<file path="src/rtl/wptr_full.sv">
// Write-side pointer and flag logic for a dual-clock FIFO. It keeps binary and Gray write
// pointers, generates the memory write strobe, and derives the full, level and overflow flags.
module wptr_full #(
   parameter int DEPTH     = 8,
   parameter int AF_THRESH = DEPTH - 2,
   localparam int ADDR     = $clog2(DEPTH)
) (
   input  logic            w_clk,
   input  logic            rst_n,
   input  logic            w_inc,
   input  logic [ADDR:0]   wq2_rptr,
   input  logic            w_ovf_clr,
   output logic            w_en,
   output logic [ADDR-1:0] w_addr,
   output logic [ADDR:0]   wptr,
   output logic            w_full,
   output logic            w_almost_full,
   output logic [ADDR:0]   w_level,
   output logic            w_overflow
);

   localparam logic [ADDR:0] AF_LEVEL = (ADDR+1)'(AF_THRESH);

   logic [ADDR:0] wbin;
   logic [ADDR:0] wbin_next;
   logic [ADDR:0] wgray_next;
   logic [ADDR:0] rbin_sync;
   logic [ADDR:0] level_next;
   logic [ADDR:0] full_ptr;

   // The write strobe is gated only by the registered full flag, so wq2_rptr never reaches an output combinationally.
   assign w_en       = w_inc & ~w_full;
   assign w_addr     = wbin[ADDR-1:0];
   assign wbin_next  = wbin + (ADDR+1)'(w_en);
   assign wgray_next = (wbin_next >> 1) ^ wbin_next;

   // The FIFO is full when the write pointer is one lap ahead of the read pointer. In Gray code
   // that is the read pointer with its top two bits inverted.
   assign full_ptr = {~wq2_rptr[ADDR:ADDR-1], wq2_rptr[ADDR-2:0]};

   genvar gi;
   generate
      for (gi = 0; gi <= ADDR; gi++) begin : g_gray2bin
         assign rbin_sync[gi] = ^wq2_rptr[ADDR:gi];
      end
   endgenerate

   assign level_next = wbin_next - rbin_sync;

   always_ff @(posedge w_clk or negedge rst_n) begin
      if (!rst_n) begin
         wbin          <= '0;
         wptr          <= '0;
         w_full        <= 1'b0;
         w_almost_full <= 1'b0;
         w_level       <= '0;
         w_overflow    <= 1'b0;
      end else begin
         wbin          <= wbin_next;
         wptr          <= wgray_next;
         w_full        <= (wgray_next == full_ptr);
         w_almost_full <= (level_next >= AF_LEVEL);
         w_level       <= level_next;
         // A rejected write sets the flag and wins over a clear that arrives in the same cycle.
         if (w_inc && w_full)
            w_overflow <= 1'b1;
         else if (w_ovf_clr)
            w_overflow <= 1'b0;
      end
   end

endmodule

</file>
<file path="config.mk">
export PLATFORM = sky130hd
export DESIGN_NAME = wptr_full
export DESIGN_NICKNAME = d
export VERILOG_FILES = /design/src/rtl/wptr_full.sv
export SDC_FILE = /design/constraint.sdc
export NUM_CORES = 1
export LEC_CHECK = 0
export ABC_AREA = 1
export CAP_MARGIN = 5
export CORE_AREA = 2 2 43 45
export CTS_CLUSTER_DIAMETER = 40
export DETAILED_ROUTE_END_ITERATION = 6
export DIE_AREA = 0 0 45 47
export PLACE_DENSITY = 0.87
export REMOVE_ABC_BUFFERS = 1
export SETUP_SLACK_MARGIN = 0.1
export SLEW_MARGIN = 20
export SYNTH_ARGS = -nofsm -noshare
export SYNTH_HDL_FRONTEND = slang
export SYNTH_SLANG_ARGS = --single-unit
</file>
<file path="constraint.sdc">
create_clock -name w_clk -period 4.9 [get_ports w_clk]
set_clock_uncertainty 0.1 [all_clocks]
set_input_delay 0.735 -clock w_clk [delete_from_list [all_inputs] [get_ports w_clk]]
set_output_delay 0.735 -clock w_clk [all_outputs]
set_load 0.005 [all_outputs]
</file>
==> results.txt, run 1 <==
- Cell accounting for the most synthesized area: dfrtp_1
- Worst Tran Pin Value: 631 ps
- The number of global-route vias before repair came to 567.
* Total Negative Setup Slacks: 0 ps
* Endpoint required time on the critical path: 4960 ps
- Dividing the detail-routed via count by the number of cells gives 4.91.
- In this run the power spent charging and discharging nets is 0.000277 W.
- After synthesis, the netlist uses 16 different library cells.
- Critical path buffer and inverter count: 4
- Share of power burned in the clock network: 0.090
* Final number of setup-violating endpoints: 0
* Unrepaired setup endpoints after global routing: false
* # H-tree levels: 1
- Static timing analysis puts the maximum clock frequency at 353 MHz.
- After clock tree synthesis, the setup repair step added 0 buffers.
- Walking the worst path, the cells encountered are clkdlybuf4s50_1, inv_1, nor2_1, ha_1, ha_1, inv_1, nand2_1, nand2_2, ha_1, a21oi_1, inv_1, nand2_1, nand3_1.
- Number of routed nets with antenna violations: 0
- Root Driver: clkbuf_4
- The number of placed instances, taps included, is 126.
* Total core area: 1650 sq um
* Summed instance area of the synthesized netlist: 754 sq um
- Number of top-level pins: 23
* TritonCTS clock tree: done
- The first global-routing pass estimated 2.30 mm of wire.
- For this block, the initial DRC count from the detailed router was 5.
* Number of input and output port buffers inserted: 22
- For this run, the post-layout net count is 128.
* Synth area leaders: dfrtp_1 (46%), nand2_1 (11%), ha_1 (8.3%), inv_1 (8.0%), nand3_1 (7.3%)
- Entering global routing, the biggest net connects 15 pins.
- Post-CTS clock slew at the launch and capture registers of the worst setup and hold paths: 80 ps
* Fraction of final layout cells sized beyond drive strength 1: 0.0714
- The total overflow left after global routing is 0.
- Area growth from synthesis to layout: 35.0%
- Final Instance Area: 1020 sq um
- Data arrives at the worst endpoint at 2900 ps.
- In this run the worst path has a maximum fanout of 5.
- Across the run, the number of max-cap violations was 0.
- Of the synthesized area, sequential elements account for 0.464.
- After technology mapping, the gate count stands at 87.
- Switch share: 0.399
- In this run the power density over the cells is 682 nW/um^2.
- Avg Synthesized Cell Area: 8.67 sq um
- The path class of the tightest hold or removal check is flip-flop to flip-flop.
- Seq cells post-synth: 14
- After layout, the minimum clock period comes to 2830 ps.
- The final route contains 634 vias.
* Setup Crit Path Kind: primary input to flip-flop
- Overall die width: 45 um
* Gpl congestion: 0.787
* Largest delay contributor family on the critical path: adder cells
- Remaining design rule violation count: 0
- Floorplan die height: 47 um
- Antenna violations before repair: 0
- CP max stage delay: 480 ps
* DIE AREA: 2120 sq um
- STA classifies the critical path startpoint as a primary input.
* Gate power share: 0.612
- For this design, the CTS-stage hold fixing added 0 buffers.
- The run finished with clean final reports.
- Portion of total power attributed to sequential cells: 0.297
* Proportion of netlist area held by the largest area contributor: 0.464
- Leakage power total: 0.528 nW
* Cell type of the slowest stage on the worst timing path: clkdlybuf4s50_1
- Setup crit end kind: flip-flop
- The repair_antennas step left the layout with diodes totalling 0.
* First-pass detailed-route iteration total: 6
- Clock tree sinks: 14
* Detailed Place HPWL: 1.19 mm
- Global routing usage summed across all routing layers: 0.154
- Number of fillers in the final layout: 141
- Effective utilization at floorplan: 0.457
* Largest voltage drop on the vdd net: 0.000265 V
- Internal power comes to 0.000417 W.
- In this run the core area contains 15 standard-cell rows.
- Fraction of the cycle the final worst path needs: 0.578
- At the later pin of the worst-skew pair, clock insertion delay measures 270 ps.
* Final Slew Violations: 0
* Wirelength, routed: 1.41 mm
- Synth Warn #: 0
* Max Buffers Root-to-Sink: 2
* Final standard cell count with taps included and fillers excluded: 129
- Dividing the detail-routed wire length by the instance count gives 10.9 um.
- The total count of hold-check failures in the final report came to 0.
* Area after detailed placement: 996 sq um
- Post-cts gate resize count: 0
- Num CTS Buffers: 3
- The worst pin sits at a relative slew slack of 0.578.
-- synth_stat cells, drive strengths merged --
cell / number
nand2: 26
inv: 17
dfrtp: 14
nand3: 11
ha: 5
xnor2: 4
nand4: 2
nor2: 2
xor2: 2
a21oi: 1
fa: 1
o21ai: 1
o21bai: 1
-- final timing paths --
| kind | start | endpoint | slack, ps | cells past startpoint |
|---|---|---|---|---|
| setup / recovery | w_inc | w_almost_full$_DFF_PN0_ | 2070 | 13 |
| hold / removal | w_full$_DFF_PN0_ | w_overflow$_DFFE_PN0P_ | 410 | 2 |
| setup reg to reg | w_full$_DFF_PN0_ | w_almost_full$_DFF_PN0_ | 2650 | 11 |
| hold reg to reg | w_full$_DFF_PN0_ | w_overflow$_DFFE_PN0P_ | 410 | 2 |
| max in group asynchronous | rst_n | wbin[2]$_DFF_PN0_ | 3540 | 1 |
| min in group asynchronous | rst_n | wbin[1]$_DFF_PN0_ | 750 | 1 |
-- final cells by class --
cell class | count | area, sq um | area share
Clock buffer | 3 | 22.5 | 0.0221
Timing Repair Buffer | 22 | 220 | 0.216
Sequential cell | 14 | 350 | 0.344
Inverter | 17 | 63.8 | 0.0627
Multi-Input combinational cell | 56 | 340 | 0.334
Tap cell | 17 | 21.3 | 0.0209
-- metrics by stage --
step / worst slack, ps / hold slack, ps / power, W / utilization
6_report: 2070 / 406 / 0.000694 / 0.617
5_1_grt: 1850 / 452 / 0.000768 / 0.617
4_1_cts: 2060 / 417 / 0.000702 / 0.617
3_5_place_dp: 1760 / 399 / 0.000639 / 0.603
3_3_place_gp: 1900 / 394 / 0.000619 / 0.603
2_1_floorplan: 2470 / 339 / 0.000459 / -
-- power groups by stage --
| stage | registers [W] | clock network [W] | logic, W |
|---|---|---|---|
| global placement | 0.000206 | 0 | 0.000412 |
| finish | 0.000207 | 0.0000625 | 0.000425 |
| CTS | 0.000206 | 0.0000642 | 0.000431 |
| detailed placement | 0.000209 | 0 | 0.000430 |
| floorplan | 0.000214 | 0 | 0.000245 |
| global route | 0.000215 | 0.0000698 | 0.000483 |
-- kinds of logic after synthesis --
family,after synthesis,synth area share
buf+inv,17,0.0846
flops,14,0.464
compound gates,3,0.0232
simple gates,41,0.239
xor+xnor,6,0.0796
fa+ha+maj,6,0.109
-- state kept, by name, indices dropped and copies added (netlist names) --
register	cells
w_almost_full	1
wbin	4
w_level	4
w_overflow	1
w_full	1
wptr	3
-- cells in the final DEF, fill, tap and decap left out --
| master | netlist | layout |
|---|---|---|
| xnor2_1 | 3 | 3 |
| xnor2_2 | 1 | 1 |
| ha_1 | 5 | 5 |
| fa_1 | 1 | 1 |
| a21oi_1 | 1 | 1 |
| inv_1 | 16 | 16 |
| nand4_1 | 2 | 2 |
| o21ai_0 | 1 | 1 |
| xor2_1 | 2 | 2 |
| inv_2 | 1 | 1 |
| nand2_1 | 23 | 23 |
| clkdlybuf4s50_1 | 0 | 22 |
| nor2_1 | 2 | 2 |
| nand3_1 | 11 | 11 |
| clkbuf_4 | 0 | 3 |
| dfrtp_1 | 14 | 14 |
| o21bai_1 | 1 | 1 |
| nand2_2 | 3 | 3 |
-- worst reg2reg max path, delay by kind of cell, from the launching register on --
| kind | cells | cell delay (ps) |
|---|---|---|
| AO/OA/AOI/OAI | 1 | 210 |
| adder cells (fa/ha/maj) | 3 | 810 |
| flip-flops | 1 | 390 |
| buffers and inverters | 2 | 130 |
| AND/OR/NAND/NOR | 5 | 490 |
-- per-layer routing --
layer / GRT usage / up-vias / routed length (um)
li1: - / 325 / -
met1: 0.179 / 285 / 592
met2: 0.269 / 21 / 711
met3: 0.0308 / 3 / 87
met4: 0.0824 / 0 / 18
met5: 0 / - / 0
Note: power is estimated with default switching activity, not from simulation.
==> run 2: changes to the inputs <==
- CORE_AREA: 2 2 43 45 -> 2 2 47 49
- DIE_AREA: 0 0 45 47 -> 0 0 49 51
- PLACE_DENSITY: 0.87 -> 0.78
- clock period: 4.9 -> 2.55 ns (I/O delays scaled with it)
==> results.txt, run 2 (same netlist as run 1, synthesis figures left out) <==
- In the final layout, the share of cells above drive strength 1 is 0.133.
* Num CTS Buffers: 3
* Overall die width: 49 um
- Highest clock frequency the design can meet: 431 MHz
- Antenna violations before repair: 0
- Hold Buf Count CTS: 0
- Post-layout minimum cycle time: 2320 ps
- The worst register-to-register path has a depth of 8.
- For the worst setup path, the data required time is 2670 ps.
- For the worst-skew pair, the clock arrives at the later sink with an insertion delay of 280 ps.
- Unrepaired setup endpoints after global routing: false
* Worst-case setup slack after placement: -40.2 ps
- Most frequent cells in the layout: nand2_1 (23), clkdlybuf4s50_1 (22), inv_1 (16), dfrtp_1 (14), nand3_1 (11)
* Headroom to the max-slew limit: 0.589
- Final number of setup-violating endpoints: 0
* Root Driver: clkbuf_4
- Number of fillers in the final layout: 198
- For this run, the total global-route usage over all layers was measured as 0.137.
- The first detailed-routing pass took 4 iterations.
- Most frequent standard cell in the layout excluding fill and tap cells: nand2_1
* Floorplan die height: 51 um
- Register-to-register setup slack: 430 ps
- Clock tree sinks: 14
- Minimum setup slack in the final design: 231 ps
- Setup Crit Path Kind: primary input to flip-flop
- The worst register-to-register path begins at w_full$_DFF_PN0_.
* Iteration-0 DRC Markers: 16
* Pwr/cell area: 1340 nW/um^2
- The first global-routing pass estimated 2.60 mm of wire.
- The tightest min-delay check is of the primary input to asynchronous set/reset pin type.
- No sink is reached through more buffers than the 2 on the longest clock path.
* Largest voltage drop on the vdd net: 0.000496 V
- Final Slew Violations: 0
- Number of buffers inserted to repair setup after CTS: 0
- Total core area: 2060 sq um
* Leakage power total: 0.569 nW
- The total count of hold-check failures in the final report came to 0.
- Fraction of the cycle the final worst path needs: 0.909
- Detailed Place HPWL: 1.32 mm
- The endpoint identified for the worst register-to-register timing path is w_almost_full$_DFF_PN0_.
- Average routed wire per standard cell: 10.8 um
- Area growth from synthesis to layout: 45.6%
* Arrival time worst endpoint: 2440 ps
- During placement, the flow inserted port buffers numbering 22.
* Total design power: 0.00147 W
* Worst Tran Pin Value: 614 ps
* Final Net Count: 135
* Wirelength, routed: 1.60 mm
- Clock-pin slew was measured on the worst setup and hold paths at 90 ps.
- Global route total overflow: 0
- Routed wire length on met2: 814 um
* Outcome: completed
- For this configuration, the core starts out at a cell density of 0.366.
* Remaining design rule violation count: 0
- Metal1 wirelength: 656 um
- Highest net fanout along the worst path: 5
- Final hold analysis gives a worst-case slack of 378 ps.
- CTS built an H-tree with a depth of 1.
- The number of antenna diodes in the final layout is 0.
- Once placement finished, the instance area stood at 1060 sq um.
- The worst setup path is captured at a flip-flop.
- After floorplanning, the core was divided into 17 placement rows.
- Number of top-level pins: 23
- Dividing the detail-routed via count by the number of cells gives 4.54.
- Entering global routing, the biggest net connects 15 pins.
* Largest regs: w_level (4), wbin (4), wptr (3)
* Final Instance Area: 1100 sq um
* Uppermost metal layer occupied by signal nets: met4
- The detailed router placed 672 vias in this run.
- For the final routed database, the setup TNS stands at 0 ps.
* TritonCTS clock tree: done
* Post-cts gate resize count: 0
* Max capacitance violation total: 0
* Gpl congestion: 0.811
- The die covers 2500 sq um.
- Number of routed nets with antenna violations: 0
- The routed design uses 67 um of met3 wire.
* Via count of the first global-routing pass: 643
- CP startpoint kind: primary input
[run 2: cell count changes in the layout (fill, tap and decap cells not counted)]
cell / before / now
buf_4: 0 / 7
clkbuf_8: 0 / 1
[run 2: layout make-up]
type / instances / area [sq um] / area share
inverters: 17 / 63.8 / 0.0581
multi-input cells: 56 / 340 / 0.310
repair buffers: 29 / 273 / 0.248
clock buffers: 4 / 36.3 / 0.0330
flip-flops and latches: 14 / 350 / 0.319
well taps: 28 / 35.0 / 0.0319
[run 2: report_power, final]
group | switching [W] | total, W | internal [W] | leakage [nW]
Sequential | 0.0000608 | 0.000400 | 0.000339 | 0.169
Combinational | 0.000442 | 0.000910 | 0.000468 | 0.379
Clock | 0.0000749 | 0.000162 | 0.0000869 | 0.0210
Total | 0.000577 | 0.00147 | 0.000894 | 0.569
[run 2: how the worst max path moves through the flow]
stage / from / end / slack (ps) / cells after the start
2_1_floorplan: w_full$_DFF_PN0_ / w_almost_full$_DFF_PN0_ / 470 / 11
3_3_place_gp: w_inc / w_almost_full$_DFF_PN0_ / 20 / 10
3_5_place_dp: w_inc / w_almost_full$_DFF_PN0_ / -40 / 10
4_1_cts: w_inc / w_almost_full$_DFF_PN0_ / 230 / 10
5_1_grt: w_inc / w_almost_full$_DFF_PN0_ / 110 / 13
6_report: w_inc / w_almost_full$_DFF_PN0_ / 230 / 10
[run 2: per-stage QoR]
step,std cells,utilization
CTS,148,0.532
floorplan,87,-
finish,148,0.532
detailed placement,144,0.515
global route,148,0.532
global placement,144,0.515
[run 2: layer usage]
metal / global-route usage / up-vias
li1: - / 336
met1: 0.152 / 301
met2: 0.244 / 27
met3: 0.00292 / 8
met4: 0.124 / 0
met5: 0 / -
[run 2: worst max-delay path, cell delays in order]
cell and delay (ps):
clkdlybuf4s50_1 420, inv_1 60, nor2_1 50, ha_1 200
ha_1 380, inv_1 110, fa_1 460, xnor2_1 220
nand2_1 90, nand3_1 80
==> run 3: changes to the inputs <==
- CORE_AREA: 2 2 47 49 -> 4 4 49 51
- DIE_AREA: 0 0 49 51 -> 0 0 53 55
==> results.txt, run 3 (same netlist as run 1, synthesis figures left out) <==
- The worst-case IR drop observed on VDD is 0.000859 V.
* Post-CTS clock slew at the launch and capture registers of the worst setup and hold paths: 90 ps
- Setup violations remaining at the end of the flow were counted as 0.
* Floorplan die height: 55 um
* Setup Crit Path Kind: primary input to flip-flop
- DIE AREA: 2920 sq um
- In the final layout, the share of cells above drive strength 1 is 0.127.
- In the finished design, the share of the clock period the worst path needs comes to 0.896.
* Clock tree sinks: 14
* Total core area: 1940 sq um
* Most frequent standard cell in the layout excluding fill and tap cells: nand2_1
- Once detail routing completed, the nets flagged for antenna violations numbered 0.
- Detailed Place HPWL: 1.30 mm
- For the worst setup path, the data arrival time is 2350 ps.
- In the detailed route, the total length drawn on met2 is 815 um.
* Final Net Count: 133
* Number of buffers inserted to repair setup after CTS: 0
- Minimum setup slack in the final design: 264 ps
- Number of top-level pins: 23
* Headroom to the max-slew limit: 0.586
- Placed cell count: 141
* Worst-case setup slack after placement: -30.4 ps
- The number of antenna violations at the first check in global routing is 0.
- Worst Tran Pin Value: 619 ps
- Most used cell, CP: inv_1
- Wirelength, routed: 1.54 mm
- # H-tree levels: 1
- Hold Buf Count CTS: 0
* Final number of hold-violating endpoints: 0
* Clock insertion delay at the later pin of the skew report: 280 ps
* Global routing usage summed across all routing layers: 0.133
- Traced cell by cell, the critical path runs through clkdlybuf4s50_1, inv_1, nor2_1, ha_1, ha_1, inv_1, fa_1, inv_1, nand2_1, nand3_1.
- Setup repair after global routing left no endpoint under its margin.
- Largest delay contributor family on the critical path: adder cells
* Pin count of the biggest net entering global routing: 15
- The count of cells in the finished layout, fillers not included, comes to 145.
- Power spread over the standard cell area amounts to 1370 nW/um^2.
* Via Count: 663
- From synthesis to final layout, the design area changed by 43.9%.
- At the worst endpoint, the required time is 2620 ps.
* Highest net fanout along the worst path: 5
- Adding up every negative setup slack in the final design gives 0 ps.
- For this configuration, the core starts out at a cell density of 0.389.
- The first global-routing pass estimated 2.85 mm of wire.
- Global route total overflow: 0
- The top cell types in the final layout, fill and taps aside, are nand2_1 (23), clkdlybuf4s50_1 (22), inv_1 (16), dfrtp_1 (14), nand3_1 (11).
* Largest regs: w_level (4), wbin (4), wptr (3)
- 0 antenna diodes ended up in the layout.
- Post-cts gate resize count: 0
* Final-layout worst hold slack: 381 ps
- In the final routing, the length of wire on met1 measures 615 um.
* Root Driver: clkbuf_4
* Max capacitance violation total: 0
* Iteration-0 DRC Markers: 12
* Gpl congestion: 0.823
- In this run the core area contains 16 standard-cell rows.
- Number of input and output port buffers inserted: 22
- Summed over all nets, wire length on met3 after detailed routing comes to 62 um.
- First-pass detailed-route iteration total: 4
* Leakage power total: 0.560 nW
* TritonCTS clock tree: done
- The slowest stage of the critical path is the fa_1 cell.
* Remaining design rule violation count: 0
- The die is 53 um wide.
- After detailed routing, the average wire length per cell comes to 10.6 um.
- After detailed routing, the number of vias per cell comes to 4.57.
- Together, buffers and inverters on the worst path number 4.
* Post-layout minimum cycle time: 2290 ps
- Hold crit path type: primary input to asynchronous set/reset pin
* Via count of the first global-routing pass: 744
- Outcome: completed
- Highest clock frequency the design can meet: 437 MHz
* Final Slew Violations: 0
* Num CTS Buffers: 3
- Setup crit end kind: flip-flop
- The longest clock path from root to sink contains 2 buffers.
- CP max stage delay: 570 ps
- STA classifies the critical path startpoint as a primary input.
* Uppermost metal layer occupied by signal nets: met4
[run 3: final timing paths]
check / depth (start not counted) / endpoint / slack, ps / startpoint
min in group w_clk: 2 / w_overflow$_DFFE_PN0P_ / 420 / w_overflow$_DFFE_PN0P_
max: 10 / w_almost_full$_DFF_PN0_ / 260 / w_inc
max reg2reg: 8 / w_almost_full$_DFF_PN0_ / 460 / w_full$_DFF_PN0_
max in group asynchronous: 1 / w_level[0]$_DFF_PN0_ / 1570 / rst_n
min reg2reg: 2 / w_overflow$_DFFE_PN0P_ / 420 / w_overflow$_DFFE_PN0P_
min: 1 / wptr[2]$_DFF_PN0_ / 380 / rst_n
[run 3: layout make-up]
| class | count | area [sq um] |
|---|---|---|
| clock buffer | 4 | 36.3 |
| fill | 190 | 856 |
| inverter | 17 | 63.8 |
| multi-input combinational | 56 | 344 |
| sequential | 14 | 350 |
| tap | 27 | 33.8 |
| timing repair buffer | 27 | 258 |
[run 3: worst register-to-register path: cells and delay by family (launching register included)]
family	cells	cell delay, ps
buffers and inverters	2	170
adders and majority gates	3	1150
and+or+nand+nor	3	210
DFF	1	370
[run 3: through the flow]
step	power, W	util	cell area, sq um
after global routing	0.00165	0.559	1090
final	0.00148	0.559	1090
after global placement	0.00128	0.539	1050
after floorplan	0.000882	-	754
after CTS	0.00149	0.557	1080
after detailed placement	0.00132	0.539	1050
[run 3: report_power, final]
part	leakage (nW)	total [W]	internal [W]	switching, W
Sequential	0.169	0.000399	0.000339	0.0000595
Clock	0.0210	0.000161	0.0000868	0.0000738
Combinational	0.370	0.000926	0.000484	0.000442
Total	0.560	0.00148	0.000910	0.000575
[run 3: metal layers]
layer | up-vias | global-route usage
li1 | 333 | -
met1 | 304 | 0.146
met2 | 19 | 0.231
met3 | 7 | 0.0241
met4 | 0 | 0.0979
met5 | - | 0
